## src/rtl/uart_tx_arbiter.sv

```systemverilog
// uart_tx_arbiter
//   Shares the single TX FIFO write port between NumReq requesters. Whole
//   messages (framed by i_req_last) are granted round-robin, so bytes from
//   different requesters never interleave on the serial line.
//
//   Ports:
//     i_clk, i_rst          clock, synchronous active-high reset
//     i_req_valid/_data/_last  per-requester byte stream (data packed k*DataLength)
//     o_req_ready           per-requester accept (valid && ready = transfer)
//     o_tx_fifo_data/_write_en  FIFO write port, i_tx_fifo_full back-pressure
//     o_grant               one-hot current owner, zero when idle
//     o_busy                high while a message is in progress
//     o_timeout             one-cycle pulse when a stalled grant is revoked
//
//   Optional feature: define UART_TX_ARB_TIMEOUT_EN to revoke a grant after
//   TimeoutCycles cycles without a transfer. Without it o_timeout is tied 0
//   and the grant is held until the owner's last byte.
module uart_tx_arbiter #(
  parameter int unsigned NumReq        = 4,
  parameter int unsigned DataLength    = 8,
  parameter int unsigned TimeoutCycles = 1024
) (
  input  logic                         i_clk,
  input  logic                         i_rst,
  input  logic [NumReq-1:0]            i_req_valid,
  input  logic [NumReq*DataLength-1:0] i_req_data,
  input  logic [NumReq-1:0]            i_req_last,
  output logic [NumReq-1:0]            o_req_ready,
  output logic [DataLength-1:0]        o_tx_fifo_data,
  output logic                         o_tx_fifo_write_en,
  input  logic                         i_tx_fifo_full,
  output logic [NumReq-1:0]            o_grant,
  output logic                         o_busy,
  output logic                         o_timeout
);

  localparam int unsigned IdxW = $clog2(NumReq);

  if (NumReq < 2 || NumReq > 16) begin : g_bad_numreq
    $error("uart_tx_arbiter: NumReq must be in 2..16");
  end
  if (TimeoutCycles < 2) begin : g_bad_timeout
    $error("uart_tx_arbiter: TimeoutCycles must be >= 2");
  end

  typedef enum logic [0:0] {
    IDLE = 1'b0,
    XFER = 1'b1
  } state_e;

  state_e            state_q, state_d;
  logic [IdxW-1:0]   owner_q, owner_d;
  logic [IdxW-1:0]   last_grant_q, last_grant_d;
  logic [NumReq-1:0] grant_q, grant_d;
  logic              busy_q, busy_d;

  logic              xfer;
  logic              stall_expired;
  logic              win_found;
  logic [IdxW-1:0]   win_idx;
  logic [IdxW-1:0]   cand_idx;

  // A byte moves when the owner is valid and the FIFO has room.
  assign xfer = (state_q == XFER) && i_req_valid[owner_q] && !i_tx_fifo_full;

  // Round-robin pick: first valid requester scanning up from last_grant+1.
  always_comb begin
    win_found = 1'b0;
    win_idx   = '0;
    cand_idx  = '0;
    for (int unsigned i = 1; i <= NumReq; i++) begin
      cand_idx = IdxW'((32'(last_grant_q) + i) % NumReq);
      if (!win_found && i_req_valid[cand_idx]) begin
        win_found = 1'b1;
        win_idx   = cand_idx;
      end
    end
  end

`ifdef UART_TX_ARB_TIMEOUT_EN
  localparam int unsigned CntW = $clog2(TimeoutCycles + 1);

  logic [CntW-1:0] stall_q, stall_d;
  logic            timeout_q, timeout_d;

  assign stall_expired = (state_q == XFER) && !xfer &&
                         (stall_q == CntW'(TimeoutCycles - 1));

  // Counter is held at zero outside XFER so it starts clean on every grant.
  always_comb begin
    stall_d = '0;
    if (state_q == XFER && !xfer) begin
      stall_d = stall_q + CntW'(1);
    end
  end

  assign timeout_d = stall_expired;

  always_ff @(posedge i_clk) begin
    if (i_rst) begin
      stall_q   <= '0;
      timeout_q <= 1'b0;
    end else begin
      stall_q   <= stall_d;
      timeout_q <= timeout_d;
    end
  end

  assign o_timeout = timeout_q;
`else
  assign stall_expired = 1'b0;
  assign o_timeout     = 1'b0;
`endif

  always_comb begin
    state_d      = state_q;
    owner_d      = owner_q;
    last_grant_d = last_grant_q;
    grant_d      = grant_q;
    busy_d       = busy_q;
    case (state_q)
      IDLE: begin
        if (win_found) begin
          owner_d          = win_idx;
          grant_d          = '0;
          grant_d[win_idx] = 1'b1;
          busy_d           = 1'b1;
          state_d          = XFER;
        end
      end
      XFER: begin
        if ((xfer && i_req_last[owner_q]) || stall_expired) begin
          last_grant_d = owner_q;
          grant_d      = '0;
          busy_d       = 1'b0;
          state_d      = IDLE;
        end
      end
      default: begin
        grant_d = '0;
        busy_d  = 1'b0;
        state_d = IDLE;
      end
    endcase
  end

  always_ff @(posedge i_clk) begin
    if (i_rst) begin
      state_q      <= IDLE;
      owner_q      <= '0;
      last_grant_q <= IdxW'(NumReq - 1);
      grant_q      <= '0;
      busy_q       <= 1'b0;
    end else begin
      state_q      <= state_d;
      owner_q      <= owner_d;
      last_grant_q <= last_grant_d;
      grant_q      <= grant_d;
      busy_q       <= busy_d;
    end
  end

  // FIFO-side outputs follow the registered owner combinationally so a
  // held byte is written in the first non-full cycle.
  always_comb begin
    o_req_ready        = '0;
    o_tx_fifo_write_en = 1'b0;
    o_tx_fifo_data     = '0;
    for (int unsigned k = 0; k < NumReq; k++) begin
      if (owner_q == IdxW'(k)) begin
        o_tx_fifo_data = i_req_data[k*DataLength +: DataLength];
      end
    end
    if (state_q == XFER) begin
      o_req_ready[owner_q] = !i_tx_fifo_full;
      o_tx_fifo_write_en   = xfer;
    end
  end

  assign o_grant = grant_q;
  assign o_busy  = busy_q;

endmodule
```

## config.mk

```make
export PLATFORM = sky130hd
export DESIGN_NAME = uart_tx_arbiter
export DESIGN_NICKNAME = d
export VERILOG_FILES = /design/src/rtl/uart_tx_arbiter.sv
export SDC_FILE = /design/constraint.sdc
export NUM_CORES = 1
export LEC_CHECK = 0
export ABC_AREA = 1
export ABC_CLOCK_PERIOD_IN_PS = 3410
export BUFFER_PORTS_ARGS = -buffer_cell sky130_fd_sc_hd__buf_2
export CAP_MARGIN = 15
export CORE_ASPECT_RATIO = 1.1
export CORE_MARGIN = 8
export CORE_UTILIZATION = 47
export CTS_BUF_LIST = sky130_fd_sc_hd__clkbuf_4
export DETAILED_ROUTE_END_ITERATION = 16
export PLACE_DENSITY = 0.9
export SLEW_MARGIN = 20
export SYNTH_ARGS = -nofsm -noshare
export SYNTH_HDL_FRONTEND = slang
export SYNTH_SLANG_ARGS = --single-unit
```

## constraint.sdc

```tcl
create_clock -name i_clk -period 3.41 [get_ports i_clk]
set_clock_uncertainty 0.15 [all_clocks]
set_input_delay 0.341 -clock i_clk [delete_from_list [all_inputs] [get_ports i_clk]]
set_output_delay 0.341 -clock i_clk [all_outputs]
set_load 0.02 [all_outputs]
```

* After elaboration in Yosys (flattened, before gate mapping)
Cells that the tools add are included.
Storage, ports and cells: flip-flop bits (word level) 10, logic and storage cells 79, input port bits 43, output and inout port bits 19
Operators by class: bitwise logic cells 2, reductions and logical operators 16, eq/ne operators 5, magnitude comparators 8, $add $sub $neg 4, multiplexer cells 39
Operator list (number):
- $mux 8 | 4
- $lt 2x3->1 const B | 6
- $mux 1 | 17
- $bmux 1 s2 | 6
- $mux 4 | 3
- $logic_and 1x1->1 | 8
- $mux 2 | 4
- $pmux 4 s2 | 1
- $reduce_and 2->1 | 3
- $add 2x1->2 const B | 2
- $add 2x2->2 const B | 2
- $and 4x4->4 | 1
- $demux 1 s2 | 2
- $eq 2x2->1 const B | 2
- $ge 2x1->1 const B | 2
- $logic_not 1->1 | 4
- $pmux 1 s2 | 2
- $eq 2x1->1 const B | 1
- $logic_not 2->1 | 1
- $ne 2x1->1 const B | 1
- $ne 2x2->1 const B | 1
- $not 1->1 | 1

* Longest topological paths before layout
Gate-level depths: netlist of the first run.
depth after elaboration 19, depth in mapped cells 15, gate-level depth less buffers 14

* Least setup slack after synthesis of the first run
Ideal clock, no wire load.
path type register to output, start point register owner_q[1], end point output port o_tx_fifo_write_en, buffers on the path 0, arrival time 1.059 ns, stages on the path, launching flop included 7, path slack 1.860 ns, path through dfxtp_1 -> inv_2 -> nor2_4 -> a22oi_1 -> nand2_2 -> nand2_1 -> inv_1
On the way: longest elaborated chain between the ends 5
Ends and longest elaborated chain:
- start: declaration | RTL line 52 | logic [IdxW-1:0] owner_q, owner_d;
- start signal: assignment | RTL line 156 | owner_q <= owner_d;
- $bmux 1 s2 | RTL line 64 | assign xfer = (state_q == XFER) && i_req_valid[owner_q] && !i_tx_fifo_full;
- $mux 1 (not written as such) | RTL line 64
- $logic_and 1x1->1 (2 in series) | RTL line 64
- $mux 1 | RTL line 174 | if (state_q == XFER) begin
- end: declaration | RTL line 30 | output logic o_tx_fifo_write_en,
Every way passes these cells. The select of a mux whose other input is x is not followed.

* Worst setup path after layout of the first run
start point register owner_q[0], end point output port o_tx_fifo_write_en
The elaborated chain is that of the path after synthesis.

==> results_dict.tcl, run 1 <==
set metrics [dict create \
    root_buffer "clkbuf_4" \
    cts_resized 0 \
    clk_pin_slew_worst_paths_ns 0.07 \
    final_antenna_net_count 0 \
    synth_top_area_share 0.270 \
    power.density_mw_per_mm2 420 \
    grt_use_total 0.172 \
    num_io_pins 62 \
    wl_um 3050 \
    ys_ff_latch 10 \
    antennaDiodeCount 0 \
    routed-via-count 1271 \
    hold_depth 2 \
    yosys_warnings 0 \
    io_buffer_count 60 \
    min_period_ns 2.13 \
    start_kind "flip-flop" \
    drive_above_1_share 0.363 \
    total_power_mw 0.555 \
    p_int_mw 0.289 \
    cp_max_fo 9 \
    fin_setup_tns_ns 0 \
    slew_violations 0 \
    areaGrowthSynthToFinish_pct 34.0 \
    holdBufCountCts 0 \
    antenna_found_initial 0 \
    timing.rr.start "last_grant_q[0]" \
    critPathCaptureType "output pin" \
    yosysMostFrequentCell "nand2_1" \
    clockPowerShare 0.155 \
    syn_area_um2 987 \
    synthCells 176 \
    first_pass_iters 4 \
    row_count 17 \
    synth_edf_count 0 \
    grt_first_pass_wirelength_um 5430 \
    grt.busiest_layer "met2" \
    worstPathRequired_ns 2.92 \
    final-seq-area_um2 200 \
    r2r_cells 11 \
    multi_input_area_um2 667 \
    r2r_slack_ns 1.58 \
    cts_buffer_depth 2 \
    met1_usage 0.186 \
    die_x_um 59.7 \
    grt_max_degree 11 \
    grt_pass1_vias 1360 \
    min_period_over_period 0.624 \
    clk_latency_ns 0.27 \
    met2_usage 0.282 \
    worst_ir_drop_vdd_uv 280 \
    yosysTopAreaCell "nand2_1" \
    setup-violations-final 0 \
    drt-vias-per-instance 4.80 \
    fillCellCount 199 \
    htreeDepth 1 \
    syn_avg_cell_area_um2 5.61 \
    layout.nets 281 \
    status "complete, no violations" \
    ys_top_cells_by_count "71 x nand2_1, 17 x inv_1, 17 x nor2_1, 11 x nand4_1" \
    grt_use_met3 0.0960 \
    dieArea_mm2 0.00382 \
    start_util 0.494 \
    gp_congestion 0.849 \
    synth-main-ff-cell "dfxtp_1" \
    clock_sinks 10 \
    core_region_area_mm2 0.00200 \
    synth_nets 219 \
    hold_path_startpoint "i_rst" \
    p_leak_nw 0.780 \
    post-cts-setup-buffers 0 \
    route.detailed.drc 0 \
    switching_share 0.479 \
    cts_buffers 3 \
    hold_viol 0 \
    worstReg2RegEnd "owner_q[1]" \
    rsz0062_at_grt "no" \
    drt-initial-drc-count 24 \
    overflow 0 \
    cts_tree "built" \
    async_flop_share 0 \
    ys_types 23 \
    min_path_type "input pin to flip-flop" \
    worst-setup-path-type "flip-flop to output pin" \
    maxCapViolCount 0 \
    detail_route.wl_per_cell_um 11.5 \
    min_to "o_grant[1]" \
    crit_arrival_ns 1.64 \
    synthTopCellsByArea "nand2_1 27%, dfxtp_1 20%, nand4_1 7.0%, inv_1 6.5%, nor2_1 6.5%" \
    die_y_um 64.1 \
    dp_hpwl_um 2660 \
    power_switching_mw 0.266 \
    seqPwrFrac 0.274 \
    p_comb_frac 0.571 \
    ys_seq_area_frac 0.203 \
    max_freq_mhz 470 \
]
==> how the worst max path moves through the flow <==
stage / startpoint / end
global placement: owner_q[0] / o_tx_fifo_write_en
detailed placement: last_grant_q[0] / owner_q[1]
floorplan: owner_q[1] / o_tx_fifo_write_en
global route: owner_q[0] / o_tx_fifo_write_en
finish: owner_q[0] / o_tx_fifo_write_en
CTS: owner_q[0] / o_tx_fifo_write_en
==> registers in the layout, summed over array words and instances (netlist names) <==
signal and flops:
last_grant_q 2, o_busy 1, o_grant 4, owner_q 2
state_q 1
==> power by group through the flow <==
stage	Sequential (mW)	Combinational, mW	Clock (mW)
2_1_floorplan	0.155	0.226	0
3_3_place_gp	0.154	0.316	0
3_5_place_dp	0.154	0.319	0
4_1_cts	0.152	0.320	0.0861
5_1_grt	0.155	0.361	0.0945
6_report	0.152	0.317	0.0861
==> cells in the final DEF, fill, tap and decap left out, drive strengths merged <==
cell type / instances
a21oi: 8
a22oi: 2
buf: 60
clkbuf: 3
clkinv: 2
conb: 1
dfxtp: 10
inv: 23
nand2: 81
nand3: 10
nand3b: 1
nand4: 11
nor2: 20
o211a: 1
o211ai: 1
o21ai: 3
==> per-stage QoR <==
stage	hold WS (ns)	cell area (um^2)	setup slack, ns	std cells	util
floorplan	0.260	987	1.86	176	-
global placement	0.297	1300	1.63	261	0.648
detailed placement	0.302	1300	1.57	261	0.648
CTS	0.167	1320	1.28	265	0.661
global route	0.171	1320	1.17	265	0.661
finish	0.164	1320	1.28	265	0.661
==> area by class of cell <==
type / count / share of cell area
Timing Repair Buffer: 60 / 0.227
Tap cell: 28 / 0.0265
Clock inverter: 1 / 0.00284
Inverter: 24 / 0.0710
Clock buffer: 3 / 0.0170
Multi-Input combinational cell: 139 / 0.504
Sequential cell: 10 / 0.151
==> metal layers <==
metal,vias up,routed length (um)
li1,679,-
met1,531,1270
met2,57,1360
met3,4,375
met4,0,40
met5,-,0
==> worst max-delay path, cell delays in order (launching register included) <==
cell     delay (ns)
dfxtp_1        0.57
nand2_1        0.14
inv_2          0.15
a22oi_1        0.11
nand2_2        0.11
nand2_1        0.07
inv_1          0.06
buf_2          0.15
==> cells by family after synthesis <==
kind of cell           Yosys count  share of synthesized area
flip-flops                      10                      0.203
other                            1                    0.00380
AND/OR/NAND/NOR                123                      0.578
AO/OA/AOI/OAI                   15                     0.0938
buffers and inverters           27                      0.122
No activity file was read; power rests on OpenSTA's default activity.
==> inputs of run 2 (changes only) <==
ABC_AREA = 0   (was 1)
ABC_CLOCK_PERIOD_IN_PS = 1900   (was 3410)
CORE_UTILIZATION = 36   (was 47)
PLACE_DENSITY = 0.8   (was 0.9)
clock period = 1.9 ns   (was 3.41 ns; I/O delays follow)
==> results_dict.tcl, run 2 <==
set metrics [dict create \
    status "complete, no violations" \
    synthTopCellsByArea "mux4_2 26%, dfxtp_1 25%, nor2_1 5.2%, mux2i_1 3.8%, nand2b_1 3.2%" \
    grt_first_pass_wirelength_um 4190 \
    min_path_type "input pin to flip-flop" \
    grt_pass1_vias 927 \
    relSlewSlack 0.648 \
    worst-setup-path-type "flip-flop to output pin" \
    fin_cells 171 \
    synth_edf_count 0 \
    worstReg2RegEnd "last_grant_q[1]" \
    critPathCaptureType "output pin" \
    timing.rr.start "state_q" \
    grt_use_total 0.133 \
    clk_latency_ns 0.27 \
    drt-initial-drc-count 27 \
    root_buffer "clkbuf_4" \
    slew_violations 0 \
    worstPathRequired_ns 1.56 \
    cts_buffers 3 \
    total_power_mw 0.786 \
    route.detailed.drc 0 \
    hold_viol 0 \
    maxCapViolCount 0 \
    row_count 17 \
    htreeDepth 1 \
    r2r_slack_ns 0.17 \
    ys_seq_area_frac 0.254 \
    setup-violations-final 0 \
    rsz0062_at_grt "no" \
    core_region_area_mm2 0.00204 \
    design_area_mm2 0.00118 \
    holdBufCountCts 0 \
    min_to "owner_q[1]" \
    synth_nets 120 \
    power.density_mw_per_mm2 667 \
    async_flop_share 0 \
    syn_area_um2 787 \
    tightest_slew_ns 0.529 \
    dieArea_mm2 0.00394 \
    synth_top_area_share 0.258 \
    synth-main-ff-cell "dfxtp_1" \
    die_y_um 65.0 \
    hold_depth 2 \
    areaGrowthSynthToFinish_pct 49.8 \
    gp_congestion 0.921 \
    dp_hpwl_um 2320 \
    final_util 0.577 \
    worst_ir_drop_vdd_uv 451 \
    start_kind "flip-flop" \
    crit_arrival_ns 1.49 \
    ys_types 33 \
    cp_max_fo 8 \
    routed-via-count 894 \
    ys_ff_latch 10 \
    layout_common_cells "60 x buf_2, 11 x nor2_1, 9 x mux4_2" \
    ys_top_cells_by_count "11 x nor2_1, 10 x dfxtp_1, 9 x mux4_2, 4 x nand2_1, 4 x nand2b_1" \
    yosysTopAreaCell "mux4_2" \
    clk_pin_slew_worst_paths_ns 0.07 \
    synthCells 77 \
    worst_slack_ns 0.0713 \
    r2r_cells 4 \
    min_period_ns 1.83 \
    whs_ns 0.0749 \
    io_buffer_count 60 \
    final_antenna_net_count 0 \
    yosys_warnings 0 \
    detail_route.wl_per_cell_um 15.9 \
    dp_cells 166 \
    cts_buffer_depth 2 \
    antenna_found_initial 0 \
    num_io_pins 62 \
    clock_sinks 10 \
    syn_avg_cell_area_um2 10.2 \
    wl_um 2720 \
    overflow 0 \
    p_leak_nw 0.547 \
    die_x_um 60.6 \
    layout_commonest_cell "buf_2" \
    first_pass_iters 4 \
    antennaDiodeCount 0 \
    yosysMostFrequentCell "nor2_1" \
    drt-vias-per-instance 5.23 \
    largest_reg_flops 4 \
    grt_max_degree 11 \
    drive_above_1_share 0.608 \
    fin_setup_tns_ns 0 \
    max_freq_mhz 547 \
    start_util 0.385 \
    cts_tree "built" \
    min_period_over_period 0.962 \
    placed_cell_area_mm2 0.00113 \
    layout.nets 187 \
    hold_path_startpoint "i_rst" \
    dp_slack_ns 0.161 \
]
-- run 2: how the worst max path moves through the flow --
stage	from	end	slack (ns)	depth (start not counted)
2_1_floorplan	owner_q[1]	o_grant[0]	0.31	4
3_3_place_gp	owner_q[1]	o_grant[0]	0.18	5
3_5_place_dp	owner_q[1]	o_grant[2]	0.16	5
4_1_cts	owner_q[0]	o_tx_fifo_data[4]	0.02	3
5_1_grt	owner_q[0]	o_tx_fifo_data[4]	0.02	3
6_report	owner_q[0]	o_tx_fifo_data[4]	0.07	3
-- run 2: timing repair --
action	4_1_cts	5_1_grt
gates cloned	0	0
pin swaps	0	0
gates resized for setup	2	3
endpoints found under the setup margin	9	9
buffers inserted	1	0
-- run 2: cells by family (layout without fill, tap and decap cells) --
family	Yosys count	after routing	share of synthesized area
compound gates	18	18	0.207
flops	10	10	0.254
buf+inv	7	73	0.0493
mux	12	12	0.296
other cells	1	1	0.00476
simple gates	29	29	0.189
-- run 2: per-layer routing --
layer,GRT usage,wire (um),vias to the layer above,share of wire
met5,0,0,-,0
met4,0.0437,23,0,0.0085
met3,0.0651,508,4,0.19
met2,0.226,1170,58,0.43
met1,0.137,1020,406,0.37
li1,-,-,426,-
-- run 2: layout make-up --
type	instances	area (um^2)
multi-input combinational	60	548
timing repair buffer	66	353
fill	184	863
clock inverter	1	3.75
tap	28	35.0
inverter	3	11.3
clock buffer	3	22.5
sequential	10	205
-- run 2: report_power, final --
part	switching, mW	internal [mW]	total [mW]	leakage [nW]
clock network	0.0785	0.0759	0.154	0.0154
registers	0.0240	0.235	0.259	0.0833
logic	0.188	0.185	0.373	0.448
-- run 2: worst max-delay path: stages, from the launching register on --
cell and delay, ns:
dfxtp_4 0.39, buf_8 0.15, mux4_2 0.51, buf_2 0.18
